[config.mk]
export PLATFORM = sky130hd
export DESIGN_NAME = i2c_txn_arbiter
export DESIGN_NICKNAME = d
export VERILOG_FILES = /design/src/rtl/i2c_txn_arbiter.sv
export SDC_FILE = /design/constraint.sdc
export NUM_CORES = 1
export LEC_CHECK = 0
export ABC_AREA = 1
export CAP_MARGIN = 10
export CORE_ASPECT_RATIO = 1.25
export CORE_MARGIN = 2
export CORE_UTILIZATION = 40
export CTS_CLUSTER_DIAMETER = 150
export DETAILED_ROUTE_END_ITERATION = 16
export PLACE_DENSITY = 0.78
export SLEW_MARGIN = 10
export SYNTH_ARGS = -nofsm -noshare
export SYNTH_HDL_FRONTEND = slang
export SYNTH_SLANG_ARGS = --single-unit
[constraint.sdc]
create_clock -name clk_50 -period 2 [get_ports clk_50]
set_clock_uncertainty 0.2 [all_clocks]
set_input_delay 0.4 -clock clk_50 [delete_from_list [all_inputs] [get_ports clk_50]]
set_output_delay 0.4 -clock clk_50 [all_outputs]
set_load 0.01 [all_outputs]
[src/rtl/i2c_txn_arbiter.sv]
// i2c_txn_arbiter
// Shares one byte-level i2c_master engine between NREQ requesters.
// A round-robin pick in IDLE latches the winner's address, direction and
// write byte. The arbiter then pulses m_start once, waits for m_done, and
// returns rdata/err together with a one-cycle done pulse to the winner.
//
// Ports:
//   clk_50, reset        rising-edge clock, synchronous active-high reset
//   req/req_rw           per-requester request level and direction (1=read)
//   req_addr/req_wdata   per-requester 7-bit address / 8-bit write byte slices
//   gnt, done            one-hot grant (held until RESP ends), one-hot done pulse
//   rdata, err           read byte (held) and NACK/timeout flag (done cycle only)
//   m_start/m_rw/m_addr/m_wdata   request to the master engine
//   m_busy/m_done/m_ack_err/m_rdata  status from the master engine
//
// Optional feature: define I2C_ARB_TIMEOUT_EN to abort WAIT after TIMEOUT
// cycles without m_done (err=1, rdata unchanged).
module i2c_txn_arbiter #(
  parameter int NREQ    = 4,
  parameter int TIMEOUT = 1023
) (
  input  logic              clk_50,
  input  logic              reset,
  input  logic [NREQ-1:0]   req,
  input  logic [NREQ-1:0]   req_rw,
  input  logic [7*NREQ-1:0] req_addr,
  input  logic [8*NREQ-1:0] req_wdata,
  output logic [NREQ-1:0]   gnt,
  output logic [NREQ-1:0]   done,
  output logic [7:0]        rdata,
  output logic              err,
  output logic              m_start,
  output logic              m_rw,
  output logic [6:0]        m_addr,
  output logic [7:0]        m_wdata,
  input  logic              m_busy,
  input  logic              m_done,
  input  logic              m_ack_err,
  input  logic [7:0]        m_rdata
);

  localparam int PW = (NREQ > 1) ? $clog2(NREQ) : 1;

  // Reject configurations the 3-bit pointer / 10-bit counter cannot cover.
  if (NREQ < 2 || NREQ > 8 || TIMEOUT < 1 || TIMEOUT > 1023) begin : g_bad_cfg
    $error("i2c_txn_arbiter: NREQ must be 2..8 and TIMEOUT 1..1023");
  end

  typedef enum logic [1:0] {ST_IDLE, ST_ISSUE, ST_WAIT, ST_RESP} state_t;

  state_t          state_q, state_d;
  logic [PW-1:0]   rr_ptr_q, rr_ptr_d;
  logic [PW-1:0]   win_q, win_d;
  logic [NREQ-1:0] gnt_q, gnt_d;
  logic [NREQ-1:0] done_q, done_d;
  logic [7:0]      rdata_q, rdata_d;
  logic            err_q, err_d;
  logic            m_start_q, m_start_d;
  logic            m_rw_q, m_rw_d;
  logic [6:0]      m_addr_q, m_addr_d;
  logic [7:0]      m_wdata_q, m_wdata_d;
`ifdef I2C_ARB_TIMEOUT_EN
  logic [9:0]      cnt_q, cnt_d;
`endif

  // (base + k) mod NREQ for k < NREQ, without a divider.
  function automatic logic [PW-1:0] wrap_add(input logic [PW-1:0] base, input int k);
    int s;
    s = int'(base) + k;
    if (s >= NREQ) s = s - NREQ;
    return PW'(s);
  endfunction

  // Round-robin pick: first set req bit at or above rr_ptr, wrapping.
  logic [PW-1:0] pick_idx;
  logic          pick_vld;
  always_comb begin
    pick_idx = '0;
    pick_vld = 1'b0;
    for (int k = 0; k < NREQ; k++) begin
      if (!pick_vld && req[wrap_add(rr_ptr_q, k)]) begin
        pick_idx = wrap_add(rr_ptr_q, k);
        pick_vld = 1'b1;
      end
    end
  end

  always_comb begin
    state_d   = state_q;
    rr_ptr_d  = rr_ptr_q;
    win_d     = win_q;
    gnt_d     = gnt_q;
    done_d    = '0;
    rdata_d   = rdata_q;
    err_d     = err_q;
    m_start_d = 1'b0;
    m_rw_d    = m_rw_q;
    m_addr_d  = m_addr_q;
    m_wdata_d = m_wdata_q;
`ifdef I2C_ARB_TIMEOUT_EN
    cnt_d     = cnt_q;
`endif
    case (state_q)
      ST_IDLE: begin
        if (pick_vld && !m_busy) begin
          win_d     = pick_idx;
          gnt_d     = NREQ'(1) << pick_idx;
          m_rw_d    = req_rw[pick_idx];
          m_addr_d  = req_addr[7*pick_idx +: 7];
          m_wdata_d = req_wdata[8*pick_idx +: 8];
          m_start_d = 1'b1;   // high during the ISSUE cycle only
          state_d   = ST_ISSUE;
        end
      end
      ST_ISSUE: begin
`ifdef I2C_ARB_TIMEOUT_EN
        cnt_d   = '0;
`endif
        state_d = ST_WAIT;
      end
      ST_WAIT: begin
`ifdef I2C_ARB_TIMEOUT_EN
        cnt_d = cnt_q + 10'd1;
`endif
        if (m_done) begin
          // m_done wins over a coincident timeout.
          if (m_rw_q) rdata_d = m_rdata;
          err_d   = m_ack_err;
          done_d  = gnt_q;
          state_d = ST_RESP;
        end
`ifdef I2C_ARB_TIMEOUT_EN
        else if (cnt_d == 10'(TIMEOUT)) begin
          err_d   = 1'b1;
          done_d  = gnt_q;
          state_d = ST_RESP;
        end
`endif
      end
      ST_RESP: begin
        gnt_d    = '0;
        err_d    = 1'b0;
        rr_ptr_d = wrap_add(win_q, 1);
        state_d  = ST_IDLE;
      end
      default: state_d = ST_IDLE;
    endcase
  end

  always_ff @(posedge clk_50) begin
    if (reset) begin
      state_q   <= ST_IDLE;
      rr_ptr_q  <= '0;
      win_q     <= '0;
      gnt_q     <= '0;
      done_q    <= '0;
      rdata_q   <= '0;
      err_q     <= 1'b0;
      m_start_q <= 1'b0;
      m_rw_q    <= 1'b0;
      m_addr_q  <= '0;
      m_wdata_q <= '0;
`ifdef I2C_ARB_TIMEOUT_EN
      cnt_q     <= '0;
`endif
    end else begin
      state_q   <= state_d;
      rr_ptr_q  <= rr_ptr_d;
      win_q     <= win_d;
      gnt_q     <= gnt_d;
      done_q    <= done_d;
      rdata_q   <= rdata_d;
      err_q     <= err_d;
      m_start_q <= m_start_d;
      m_rw_q    <= m_rw_d;
      m_addr_q  <= m_addr_d;
      m_wdata_q <= m_wdata_d;
`ifdef I2C_ARB_TIMEOUT_EN
      cnt_q     <= cnt_d;
`endif
    end
  end

  assign gnt     = gnt_q;
  assign done    = done_q;
  assign rdata   = rdata_q;
  assign err     = err_q;
  assign m_start = m_start_q;
  assign m_rw    = m_rw_q;
  assign m_addr  = m_addr_q;
  assign m_wdata = m_wdata_q;

endmodule

==> results.json, run 1 <==
{
  "status": "complete, but fails checks",
  "violations": "setup timing",
  "io_buffers": 114,
  "routed_wl_um": 8620,
  "die_area_um2": 6980,
  "cts_root_buf": "clkbuf_8",
  "synth.most_common_cell": "nand2_1",
  "nets": 621,
  "drcViolationCount": 0,
  "synthXorXnorAreaFrac_pct": 0.346,
  "pre_cts_slack_ns": -0.410,
  "synthTopCellsByArea": "dfxtp_1 32%, nand2_1 24%, nand4_1 8.2%, nand3_1 6.3%, inv_1 5.2%",
  "synth-edff-count": 0,
  "die_width_um": 75.2,
  "setup_slack_ns": -0.110,
  "period_minus_slack_ns": 2.11,
  "nFillCells": 519,
  "ant_nets": 0,
  "first_global_vias": 2890,
  "synth_compound_area_share_pct": 10.4,
  "seq_area_um2": 808,
  "row_count": 32,
  "synth_ff_type": "dfxtp_1",
  "synth_top_family_by_area": "simple AND/OR/NAND/NOR gates",
  "worstHoldPathType": "register to register",
  "syn_avg_cell_area_um2": 6.31,
  "drtIter0Drc": 127,
  "powerDensity_nw_per_um2": 1240,
  "layout-drive-gt1-share_pct": 21.6,
  "die_h_um": 92.9,
  "yosysSeqAreaShare_pct": 31.6,
  "slew_headroom_pct": 53.6,
  "max_freq_mhz": 474,
  "cts_buffers": 5,
  "synthArstFlopShare_pct": 0,
  "synth_adder_area_share_pct": 1.98,
  "clockBufferDepth": 2,
  "grt_usage_pct": 23.0,
  "multi_input_comb_area_um2": 1700,
  "synth_seq_cells": 40,
  "setup_viol": 22,
  "slew_violations": 0,
  "critical_path_class": "register to register",
  "cts_num_sinks": 40,
  "wl_per_cell_um": 13.9,
  "required_ns": 2.02,
  "synth_area_leader_cell": "dfxtp_1",
  "synthSimpleGateAreaFrac_pct": 44.5,
  "firstDrtPassIters": 4,
  "n_antenna_cell": 0,
  "cts_tree": "done",
  "arrival_ns": 2.13,
  "gp_congestion": 0.863,
  "cp_max_fo": 9,
  "p_leak_nw": 2.06,
  "grt_pass1_wl_um": 12600,
  "post-dp-hpwl_um": 5690,
  "synth_top_area_share_pct": 31.6,
  "synthMuxAreaShare_pct": 0,
  "syn_nets": 486,
  "initial_core_util_pct": 41.1,
  "synthCells": 401,
  "finalSetupTns_ns": -1.64,
  "worstSetupStartpointType": "register",
  "clk_pin_slew_worst_paths_ns": 0.08,
  "hold_viol": 0,
  "cap_violations": 0,
  "rsz0062_at_grt": "yes",
  "coreArea_um2": 6170,
  "vias": 3149,
  "area_delta_synth_final_pct": 76.7,
  "antenna_found_initial": 0,
  "clock_latency_ns": 0.28,
  "synth.distinct_cells": 24,
  "yosys_warnings": 0,
  "htreeDepth": 2,
  "synthTopCellsByCount": "161 x nand2_1, 40 x dfxtp_1, 35 x inv_1, 33 x nand4_1, 32 x nand3_1",
  "min_period_over_period_pct": 106,
  "ios": 115,
  "ir_drop_mv": 0.716,
  "grt_max_degree": 33,
  "worstMarginPinSlew_ns": 0.695,
  "netlist_area_um2": 2530,
  "globalRouteOverflowTotal": 0,
  "ctsHoldBuffers": 0,
  "viasPerCell": 5.06,
  "end_kind": "register"
}
==> final timing paths <==
kind                                  from                  end  slack (ns)  depth (start not counted)
setup / recovery  rr_ptr_q[0]$_SDFFE_PP0P_  gnt[2]$_SDFFE_PP0P_       -0.11                         13
hold / removal         gnt[1]$_SDFFE_PP0P_   done[1]$_SDFF_PP0_        0.26                          2
setup reg to reg  rr_ptr_q[0]$_SDFFE_PP0P_  gnt[2]$_SDFFE_PP0P_       -0.11                         13
hold reg to reg        gnt[1]$_SDFFE_PP0P_   done[1]$_SDFF_PP0_        0.26                          2
==> worst max-delay path, stage by stage (launching register included) <==
cell and delay [ns]:
dfxtp_4 0.40, inv_6 0.06, nand2_1 0.10, nand2_4 0.09, nand2_4 0.08, nand2_4 0.06, nor2_4 0.15, buf_6 0.11
nand4_1 0.14, nand3_4 0.15, buf_4 0.13, clkbuf_16 0.14, nand3_2 0.08, a21oi_2 0.15
==> stage by stage <==
stage	power [W]	std cells	area [um2]	util [%]	hold slack, ns
after floorplan	0.00283	401	2530	-	0.251
after global placement	0.00385	593	3860	62.6	0.235
after detailed placement	0.00390	593	3860	62.6	0.243
after CTS	0.00495	613	4160	67.5	0.256
after global routing	0.00593	622	4470	72.5	0.275
final	0.00554	622	4470	72.5	0.258
==> where the power goes <==
group,internal [W],switching (W)
Sequential,0.000990,0.000132
Clock,0.000371,0.000282
Combinational,0.00177,0.00199
Total,0.00313,0.00241
==> layer usage <==
layer | track usage, % | up-vias | share of wire [%]
li1 | - | 1573 | -
met5 | 0 | - | 0
met2 | 40.7 | 135 | 52
met3 | 7.83 | 16 | 8.7
met4 | 8.33 | 0 | 1.7
met1 | 24.7 | 1425 | 37
==> cell families (layout without fill, tap and decap cells) <==
family / Yosys count / in the layout
buffers and inverters: 63 / 199
xor gates and xnor gates: 1 / 1
AOI/OAI and AO/OA: 44 / 44
adders and majority gates: 4 / 4
and+or+nand+nor: 249 / 249
DFF: 40 / 40
==> state kept, by name, summed over array words and instances (netlist names) <==
name,flops
gnt,4
m_wdata,8
m_rw,1
rr_ptr_q,2
state_q,2
err,1
m_start,1
m_addr,7
done,4
rdata,8
win_q,2
==> cell type report <==
class | instances | share of cell area, %
tap | 85 | 2.38
sequential | 40 | 18.1
timing repair buffer | 150 | 34.9
clock buffer | 6 | 1.62
timing repair inverter | 2 | 0.392
clock inverter | 2 | 0.783
inverter | 39 | 3.72
multi-input combinational | 298 | 38.1
==> cell usage in the layout, fill, tap and decap left out, drive strengths merged <==
cell and n:
o21a 16, nor2 12, nand3 37, buf 34, dlygate4sd2 4, nand4 33, a21oi 19, bufinv 1
xor2 1, clkbuf 8, nand2 167, o21ai 7, ha 4, clkinv 2, a31oi 1, o211ai 1
inv 40, clkdlybuf4s50 110, dfxtp 40
==> what timing repair did <==
item / 4_1_cts / 5_1_grt
pin swaps: 11 / 44
endpoints found under the hold margin: 0 / 0
endpoints found under the setup margin: 23 / 23
cloned: 3 / 4
resized for setup: 31 / 71
setup buffers: 10 / 8
Note: power is estimated with default switching activity, not from simulation.
==> inputs of run 2 (changes only) <==
- HOLD_SLACK_MARGIN: default -> 0.03
- PLACE_DENSITY: 0.78 -> default
- PLACE_DENSITY_LB_ADDON: default -> 0.05
- SLEW_MARGIN: 10 -> 40
==> results.json, run 2 (same netlist as run 1, synthesis figures left out) <==
{
  "status": "complete, but fails checks",
  "violations": "setup timing",
  "coreArea_um2": 6170,
  "clock_latency_ns": 0.30,
  "final_cell_mix": "134 x nand2_1, 110 x clkdlybuf4s50_1, 38 x dfxtp_1",
  "mostFrequentLayoutCell": "nand2_1",
  "path_delay_family": "buffers and inverters",
  "layout-drive-gt1-share_pct": 19.8,
  "critical_path_class": "register to register",
  "post-dp-hpwl_um": 5480,
  "period_minus_slack_ns": 2.02,
  "viasPerCell": 4.91,
  "worstMarginPinSlew_ns": 0.297,
  "powerDensity_nw_per_um2": 1190,
  "path_cells": "buf_8 -> nand2_4 -> nand3_2 -> nand2_2 -> buf_4 -> buf_4 -> nand3_2 -> nand3_2 -> buf_6 -> buf_4 -> nand2_1 -> nand3_1 -> nand2_1 -> inv_1",
  "finalSetupTns_ns": -0.0453,
  "initial_core_util_pct": 41.1,
  "grt_util_met3_pct": 5.22,
  "nets": 620,
  "max_freq_mhz": 495,
  "pre_cts_slack_ns": -0.381,
  "cts_tree": "done",
  "multi_input_comb_area_um2": 1640,
  "die_h_um": 92.9,
  "ant_nets": 0,
  "cts_buffers": 5,
  "grt_usage_pct": 23.2,
  "setup_viol": 6,
  "holdPathEnd": "done[0]$_SDFF_PP0_",
  "clk_pin_slew_worst_paths_ns": 0.08,
  "rsz0062_at_grt": "yes",
  "rr_startpoint": "rr_ptr_q[0]$_SDFFE_PP0P_",
  "r2r_cells": 14,
  "hold_depth": 2,
  "required_ns": 2.00,
  "slew_violations": 0,
  "power.total_w": 0.00519,
  "vias": 3047,
  "min_from": "gnt[0]$_SDFFE_PP0P_",
  "clockBufferDepth": 2,
  "gp_congestion": 0.853,
  "grt_use_met1_pct": 27.1,
  "die_width_um": 75.2,
  "end_kind": "register",
  "ir_drop_mv": 0.572,
  "worstHoldPathType": "register to register",
  "worstSetupStartpointType": "register",
  "drcViolationCount": 0,
  "cts_root_buf": "clkbuf_8",
  "io_buffers": 114,
  "antenna_found_initial": 0,
  "seq_area_um2": 808,
  "die_area_um2": 6980,
  "area_delta_synth_final_pct": 73.1,
  "firstDrtPassIters": 4,
  "wl_per_cell_um": 13.5,
  "grt_max_degree": 33,
  "cp_max_fo": 5,
  "p_leak_nw": 2.01,
  "crit_buf_inv": 6,
  "max_stage_delay_ns": 0.41,
  "routed_wl_um": 8380,
  "reg2reg_to": "m_wdata[2]$_SDFFE_PP0P_",
  "hold_viol": 0,
  "reg2reg_setup_slack_ns": -0.02,
  "grt_pass1_wl_um": 12700,
  "cap_violations": 0,
  "cp_slowest_cell": "dfxtp_4",
  "grtUsageMet2_pct": 39.4,
  "min_period_over_period_pct": 101,
  "drtIter0Drc": 80,
  "n_antenna_cell": 0,
  "globalRouteOverflowTotal": 0,
  "setup_slack_ns": -0.0193,
  "cts_num_sinks": 40,
  "ios": 115,
  "nFillCells": 541,
  "arrival_ns": 2.02,
  "htreeDepth": 2,
  "slew_headroom_pct": 80.2,
  "first_global_vias": 2855,
  "row_count": 32,
  "top_usage_layer": "met2"
}
==> run 2: changes by cell type in the layout (fill, tap and decap cells not counted), moves of 3 or more <==
cell / before / now
nand3_1: 22 / 26
o21ai_1: 3 / 0
nand2_1: 127 / 134
nand2_4: 15 / 8
nand3_2: 12 / 7
buf_12: 5 / 8
==> run 2: power breakdown <==
| part | total, W | switching, W | leakage [nW] | internal [W] |
|---|---|---|---|---|
| logic | 0.00352 | 0.00183 | 1.63 | 0.00169 |
| registers | 0.00113 | 0.000137 | 0.328 | 0.000990 |
| clock network | 0.000547 | 0.000303 | 0.0479 | 0.000243 |
| total | 0.00519 | 0.00227 | 2.01 | 0.00293 |
==> run 2: worst max path at each step <==
stage                                   from                       to  slack, ns  cells after the start
global route        rr_ptr_q[0]$_SDFFE_PP0P_   m_addr[6]$_SDFFE_PP0P_      -0.14                     15
finish              rr_ptr_q[0]$_SDFFE_PP0P_  m_wdata[2]$_SDFFE_PP0P_      -0.02                     14
floorplan           rr_ptr_q[0]$_SDFFE_PP0P_   m_addr[0]$_SDFFE_PP0P_       0.14                     12
CTS                 rr_ptr_q[0]$_SDFFE_PP0P_   m_addr[6]$_SDFFE_PP0P_      -0.03                     16
detailed placement                    req[3]      gnt[2]$_SDFFE_PP0P_      -0.38                     12
global placement                      req[3]   m_addr[5]$_SDFFE_PP0P_      -0.35                     17
==> run 2: layer usage <==
| metal | vias up | wire (um) |
|---|---|---|
| met5 | - | 0 |
| met4 | 0 | 189 |
| met3 | 16 | 563 |
| met2 | 106 | 4250 |
| met1 | 1356 | 3370 |
| li1 | 1569 | - |
==> run 2: worst reg2reg max path, stage by stage, from the launching register on <==
cell     delay (ns)
dfxtp_4        0.41
buf_8          0.15
nand2_4        0.07
nand3_2        0.08
nand2_2        0.07
buf_4          0.13
buf_4          0.12
nand3_2        0.07
nand3_2        0.11
buf_6          0.16
buf_4          0.13
nand2_1        0.06
nand3_1        0.07
nand2_1        0.06
inv_1          0.03
==> run 2: repair_timing <==
| item | 4_1_cts | 5_1_grt |
|---|---|---|
| pin swaps | 11 | 29 |
| endpoints found under the setup margin | 21 | 23 |
| resized for setup | 34 | 50 |
| gates cloned | 3 | 2 |
| hold buffers | 0 | 0 |
| buffers inserted | 8 | 7 |
==> run 2: through the flow <==
stage	area, um2	hold slack, ns	util, %	instances
after global routing	4380	0.273	71.1	621
final	4380	0.251	71.1	621
after global placement	3880	0.233	62.9	597
after detailed placement	3880	0.242	62.9	597
after floorplan	2530	0.251	-	401
after CTS	4160	0.256	67.5	615
==> run 2: layout make-up <==
class                   instances  share of cell area, %
multi-input cells             298                   37.3
repair buffers                151                   36.1
flip-flops and latches         40                   18.4
inverters                      39                   3.68
well taps                      85                   2.43
clock buffers                   5                   1.57
clock inverters                 3                  0.428
==> inputs of run 3 (changes only) <==
- RECOVER_POWER: default -> 25
==> results.json, run 3 (same netlist as run 1, synthesis figures left out) <==
{
  "status": "complete, but fails checks",
  "violations": "setup timing",
  "p_leak_nw": 2.00,
  "globalRouteOverflowTotal": 0,
  "powerDensity_nw_per_um2": 1190,
  "gp_congestion": 0.853,
  "htreeDepth": 2,
  "finalSetupTns_ns": -0.0516,
  "grt_pass1_wl_um": 12700,
  "cts_tree": "done",
  "post-dp-hpwl_um": 5480,
  "reg2reg_to": "m_wdata[2]$_SDFFE_PP0P_",
  "worstSetupStartpointType": "register",
  "first_global_vias": 2855,
  "io_buffers": 114,
  "antenna_found_initial": 0,
  "area_delta_synth_final_pct": 72.5,
  "grt_max_degree": 33,
  "die_area_um2": 6980,
  "setup_viol": 7,
  "hold_viol": 0,
  "min_period_over_period_pct": 101,
  "holdPathEnd": "done[0]$_SDFF_PP0_",
  "drcViolationCount": 0,
  "cp_max_fo": 5,
  "worstMarginPinSlew_ns": 0.486,
  "r2r_cells": 14,
  "viasPerCell": 4.90,
  "firstDrtPassIters": 4,
  "worstHoldPathType": "register to register",
  "required_ns": 2.00,
  "period_minus_slack_ns": 2.02,
  "max_freq_mhz": 495,
  "reg2reg_setup_slack_ns": -0.02,
  "slew_headroom_pct": 67.6,
  "n_antenna_cell": 0,
  "clockBufferDepth": 2,
  "mostFrequentLayoutCell": "nand2_1",
  "nets": 620,
  "critical_path_class": "register to register",
  "nFillCells": 543,
  "drtIter0Drc": 81,
  "initial_core_util_pct": 41.1,
  "cts_buffers": 5,
  "ir_drop_mv": 0.572,
  "fin_util_pct": 70.8,
  "rr_startpoint": "rr_ptr_q[0]$_SDFFE_PP0P_",
  "cap_violations": 0,
  "cts_root_buf": "clkbuf_8",
  "min_from": "gnt[0]$_SDFFE_PP0P_",
  "routed_wl_um": 8380,
  "grt_usage_pct": 23.2,
  "cts_num_sinks": 40,
  "die_h_um": 92.9,
  "setup_slack_ns": -0.0206,
  "arrival_ns": 2.02,
  "ant_nets": 0,
  "clock_latency_ns": 0.30,
  "end_kind": "register",
  "clk_pin_slew_worst_paths_ns": 0.08,
  "rsz0062_at_grt": "yes",
  "ctsHoldBuffers": 0,
  "layout-drive-gt1-share_pct": 19.8,
  "hold_depth": 2,
  "slew_violations": 0,
  "vias": 3044,
  "ios": 115,
  "row_count": 32,
  "coreArea_um2": 6170,
  "die_width_um": 75.2,
  "wl_per_cell_um": 13.5,
  "final_cell_mix": "134 x nand2_1, 109 x clkdlybuf4s50_1, 38 x dfxtp_1"
}
==> run 3: what timing repair did <==
action,CTS,global route
pin swaps,11,29
endpoints found under the setup margin,21,23
gates resized for setup,34,50
buffers inserted,8,7
cloned,3,2
==> run 3: how the worst max path moves through the flow <==
stage,end,cells past startpoint,start
after floorplan,m_addr[0]$_SDFFE_PP0P_,12,rr_ptr_q[0]$_SDFFE_PP0P_
after global placement,m_addr[5]$_SDFFE_PP0P_,17,req[3]
after detailed placement,gnt[2]$_SDFFE_PP0P_,12,req[3]
after CTS,m_addr[6]$_SDFFE_PP0P_,16,rr_ptr_q[0]$_SDFFE_PP0P_
after global routing,m_addr[6]$_SDFFE_PP0P_,15,rr_ptr_q[0]$_SDFFE_PP0P_
final,m_wdata[2]$_SDFFE_PP0P_,14,rr_ptr_q[0]$_SDFFE_PP0P_
==> run 3: per-stage QoR <==
| step | cells | power, W | cell area (um2) | hold slack (ns) | setup slack [ns] |
|---|---|---|---|---|---|
| floorplan | 401 | 0.00283 | 2530 | 0.251 | 0.141 |
| global placement | 597 | 0.00388 | 3880 | 0.233 | -0.352 |
| detailed placement | 597 | 0.00390 | 3880 | 0.242 | -0.381 |
| CTS | 615 | 0.00486 | 4160 | 0.256 | -0.0336 |
| global route | 621 | 0.00561 | 4370 | 0.273 | -0.140 |
| finish | 621 | 0.00519 | 4370 | 0.251 | -0.0206 |
==> run 3: cell type report <==
| type | count | area (um2) | area share [%] |
|---|---|---|---|
| inverters | 39 | 161 | 3.70 |
| multi-input cells | 298 | 1640 | 37.4 |
| clock inverters | 3 | 18.8 | 0.430 |
| well taps | 85 | 106 | 2.44 |
| flip-flops and latches | 40 | 808 | 18.5 |
| repair buffers | 151 | 1570 | 35.9 |
| clock buffers | 5 | 68.8 | 1.58 |
==> run 3: power by group <==
group | internal, W | leakage, nW | switching (W)
registers | 0.000990 | 0.328 | 0.000136
logic | 0.00169 | 1.63 | 0.00183
clock network | 0.000243 | 0.0479 | 0.000304
total | 0.00292 | 2.00 | 0.00227
==> run 3: critical path, stage by stage (launching register included) <==
cell and delay (ns):
dfxtp_4 0.41, buf_8 0.15, nand2_4 0.06, nand3_2 0.08, nand2_2 0.07, buf_4 0.13, buf_4 0.12, nand3_2 0.07
nand3_2 0.11, buf_6 0.16, buf_4 0.13, nand2_1 0.06, nand3_1 0.07, nand2_1 0.06, inv_1 0.03
==> run 3: layer usage <==
layer / GRT usage (%) / vias up / share of wire [%]
li1: - / 1568 / -
met1: 27.1 / 1351 / 40
met2: 39.4 / 109 / 51
met3: 5.22 / 16 / 7.0
met4: 10.4 / 0 / 2.3
met5: 0 / - / 0
==> RTL change: new RTL, flow settings as in run 2 <==
Set the parameter `NREQ` to 8 (it was 4).
--- a/src/rtl/i2c_txn_arbiter.sv
+++ b/src/rtl/i2c_txn_arbiter.sv
@@ -17,5 +17,5 @@
 // cycles without m_done (err=1, rdata unchanged).
 module i2c_txn_arbiter #(
-  parameter int NREQ    = 4,
+  parameter int NREQ    = 8,
   parameter int TIMEOUT = 1023
 ) (
Interface: changed (6 resized); port bits go from 115 to 191. No check against the original RTL was run, so the function may have changed too.
==> RTL change against run 2 <==
  * The flow still finishes with violations (setup timing)
  * Clock power increased by 82%
  * Sequential power is 28% higher
  * Setup slack got worse by 0.79 ns
  * Routed wire length up 96%
  * Power increased by 130%
  * Final cell count increased by 73%
  * Final area is 68% higher
  * Area after synthesis up 63%
  * Sequential cell count is 10 higher
  * Worst hold slack gained 0.0027 ns
  * Count of clock-buffer cells in the layout grew 1
  * Critical path type unchanged
  * Highest routed layer unchanged
==> RTL change: results (changes against run 2) <==
----------------------------------------------------
[Critical path]
  Crit path to ... m_addr[0]$_SDFFE_PP0P_ (was m_wdata[2]$_SDFFE_PP0P_)
  Cell count of the worst reg-to-reg path ... 21 (was 14)
  Maximum cell stage delay along the critical path ... 0.37 ns (was 0.41 ns)
  Signal arrival time at the worst endpoint ... 2.85 ns (was 2.02 ns)
  Critical path peak fanout ... 6 (was 5)

[Placement]
  Total half-perimeter wirelength after legalization and detailed placement ... 11.8 mm (was 5.48 mm)
  Pre-CTS WS ... -1.13 ns (was -0.381 ns)
  Last weighted congestion value of the routability-driven placer ... 0.860 (was 0.853)

[Power and ir drop]
  Static power due to leakage ... 3.45 nW (was 2.01 nW)
  Worst IR drop on VDD ... 873 uV (was 572 uV)

[Run status]
  Violations in the final reports ... setup timing (unchanged)
  Status ... finished with violations (unchanged)

[Synth]
  Share of the yosys chip area belonging to registers ... 24.3% (was 31.6%)
  Syn Nets ... 872 (was 486)
  Cells taking the most area after synthesis ... sky130_fd_sc_hd__nand2_1 31%, sky130_fd_sc_hd__dfxtp_1 24%, sky130_fd_sc_hd__nand3_1 14% (was sky130_fd_sc_hd__dfxtp_1 32%, sky130_fd_sc_hd__nand2_1 24%, sky130_fd_sc_hd__nand4_1 8.2%)
  Count of distinct cell types in the synthesized netlist ... 39 (was 24)
  Post-synth top cells ... 340 x sky130_fd_sc_hd__nand2_1, 117 x sky130_fd_sc_hd__nand3_1, 50 x sky130_fd_sc_hd__dfxtp_1, 39 x sky130_fd_sc_hd__inv_1, 29 x sky130_fd_sc_hd__nor2_1 (was 161 x sky130_fd_sc_hd__nand2_1, 40 x sky130_fd_sc_hd__dfxtp_1, 35 x sky130_fd_sc_hd__inv_1, 33 x sky130_fd_sc_hd__nand4_1, 32 x sky130_fd_sc_hd__nand3_1)

[Global route]
  Total routing usage reported by global routing ... 27.2% (was 23.2%)
  Wire length of the first global-routing pass ... 24.4 mm (was 12.7 mm)
  Global-route met3 utilization ... 5.95% (was 5.22%)
  Met2 layer usage reported by global route ... 54.1% (was 39.4%)

[STA]
  Max transition margin ... 77.8% (was 80.2%)
  Final setup violation count ... 30 (was 6)
  Crit path setup slack, layout ... -0.810 ns (was -0.0193 ns)

[Routing]
  Metal-1 WL ... 5.91 mm (was 3.37 mm)
  Pre-Repair DR Iteration Count ... 5 (was 4)
  Routed wirelength normalized by instance count ... 15.3 microns (was 13.5 microns)
  Via total after detailed routing ... 5402 (was 3047)

[CTS]
  Root buffer cell ... sky130_fd_sc_hd__clkbuf_16 (was sky130_fd_sc_hd__clkbuf_8)

[Final layout]
  Number of filler instances in the final layout ... 843 (was 541)
  Number of nets in the layout ... 1100 (was 620)
  Layout cells sized above 1 ... 21.1% (was 19.8%)

----------------------------------------------------
==> RTL change: cell count changes after synthesis, moves of 6 or more <==
cell                             run 2  this run
sky130_fd_sc_hd__nand2_1           161       340
sky130_fd_sc_hd__nand3_1            32       117
sky130_fd_sc_hd__nand4_1            33         4
sky130_fd_sc_hd__nor2_1             11        29
sky130_fd_sc_hd__o21a_1             16         0
sky130_fd_sc_hd__dfxtp_1            40        50
sky130_fd_sc_hd__buf_4               3        11
sky130_fd_sc_hd__buf_6               2         9
sky130_fd_sc_hd__inv_2               3         9
==> RTL change: worst max-delay path: cells and delay by family, from the launching register on <==
| kind | cells | cell delay, ns |
|---|---|---|
| flip-flops | 1 | 0.37 |
| buffers and inverters | 5 | 0.51 |
| AND/OR/NAND/NOR | 15 | 1.40 |
| adder cells (fa/ha/maj) | 1 | 0.27 |
==> RTL change: cells by family after synthesis <==
logic type | count (synthesis) | share of synthesized area [%]
AOI/OAI and AO/OA | 46 | 6.34
xor gates and xnor gates | 5 | 1.24
adders and majority gates | 7 | 2.12
buffers and inverters | 90 | 11.3
DFF | 50 | 24.3
and+or+nand+nor | 518 | 54.7
==> RTL change: where the power goes <==
part	internal, mW	switching (mW)	leakage, nW
sequential	1.27	0.178	0.407
combinational	4.23	5.52	2.96
clock	0.629	0.364	0.0875
total	6.13	6.06	3.45
==> RTL change: final cells by class <==
cell class,count,area share [%]
Clock buffer,6,1.88
Clock inverter,2,0.526
Inverter,49,2.73
Multi-Input combinational cell,577,42.0
Sequential cell,50,13.6
Tap cell,129,2.19
Timing Repair Buffer,261,37.0
==> RTL change: repair_timing <==
action / CTS / global route
cloned: 3 / 6
gates resized for setup: 69 / 40
buffers inserted: 15 / 2
pin swaps: 26 / 23
setup endpoints to repair: 30 / 30
==> RTL change: worst min path at each step <==
stage	to	slack (ns)	cells after the start
3_5_place_dp	done[0]$_SDFF_PP0_	0.25	2
5_1_grt	done[0]$_SDFF_PP0_	0.27	2
2_1_floorplan	rr_ptr_q[0]$_SDFFE_PP0P_	0.23	1
4_1_cts	done[0]$_SDFF_PP0_	0.26	2
6_report	done[0]$_SDFF_PP0_	0.25	2
3_3_place_gp	done[0]$_SDFF_PP0_	0.24	2
==> RTL change: metrics by stage <==
stage / utilization, % / TNS (ns) / cell area, sq um / power [mW] / std cells
after floorplan: - / -18.92 / 4290 / 6.86 / 716
after global routing: 73.4 / -26.91 / 7380 / 13.2 / 1074
after global placement: 64.4 / -29.36 / 6480 / 9.11 / 1044
after detailed placement: 64.4 / -29.90 / 6480 / 9.20 / 1044
after CTS: 70.9 / -20.51 / 7130 / 11.6 / 1069
final: 73.4 / -21.44 / 7380 / 12.2 / 1074
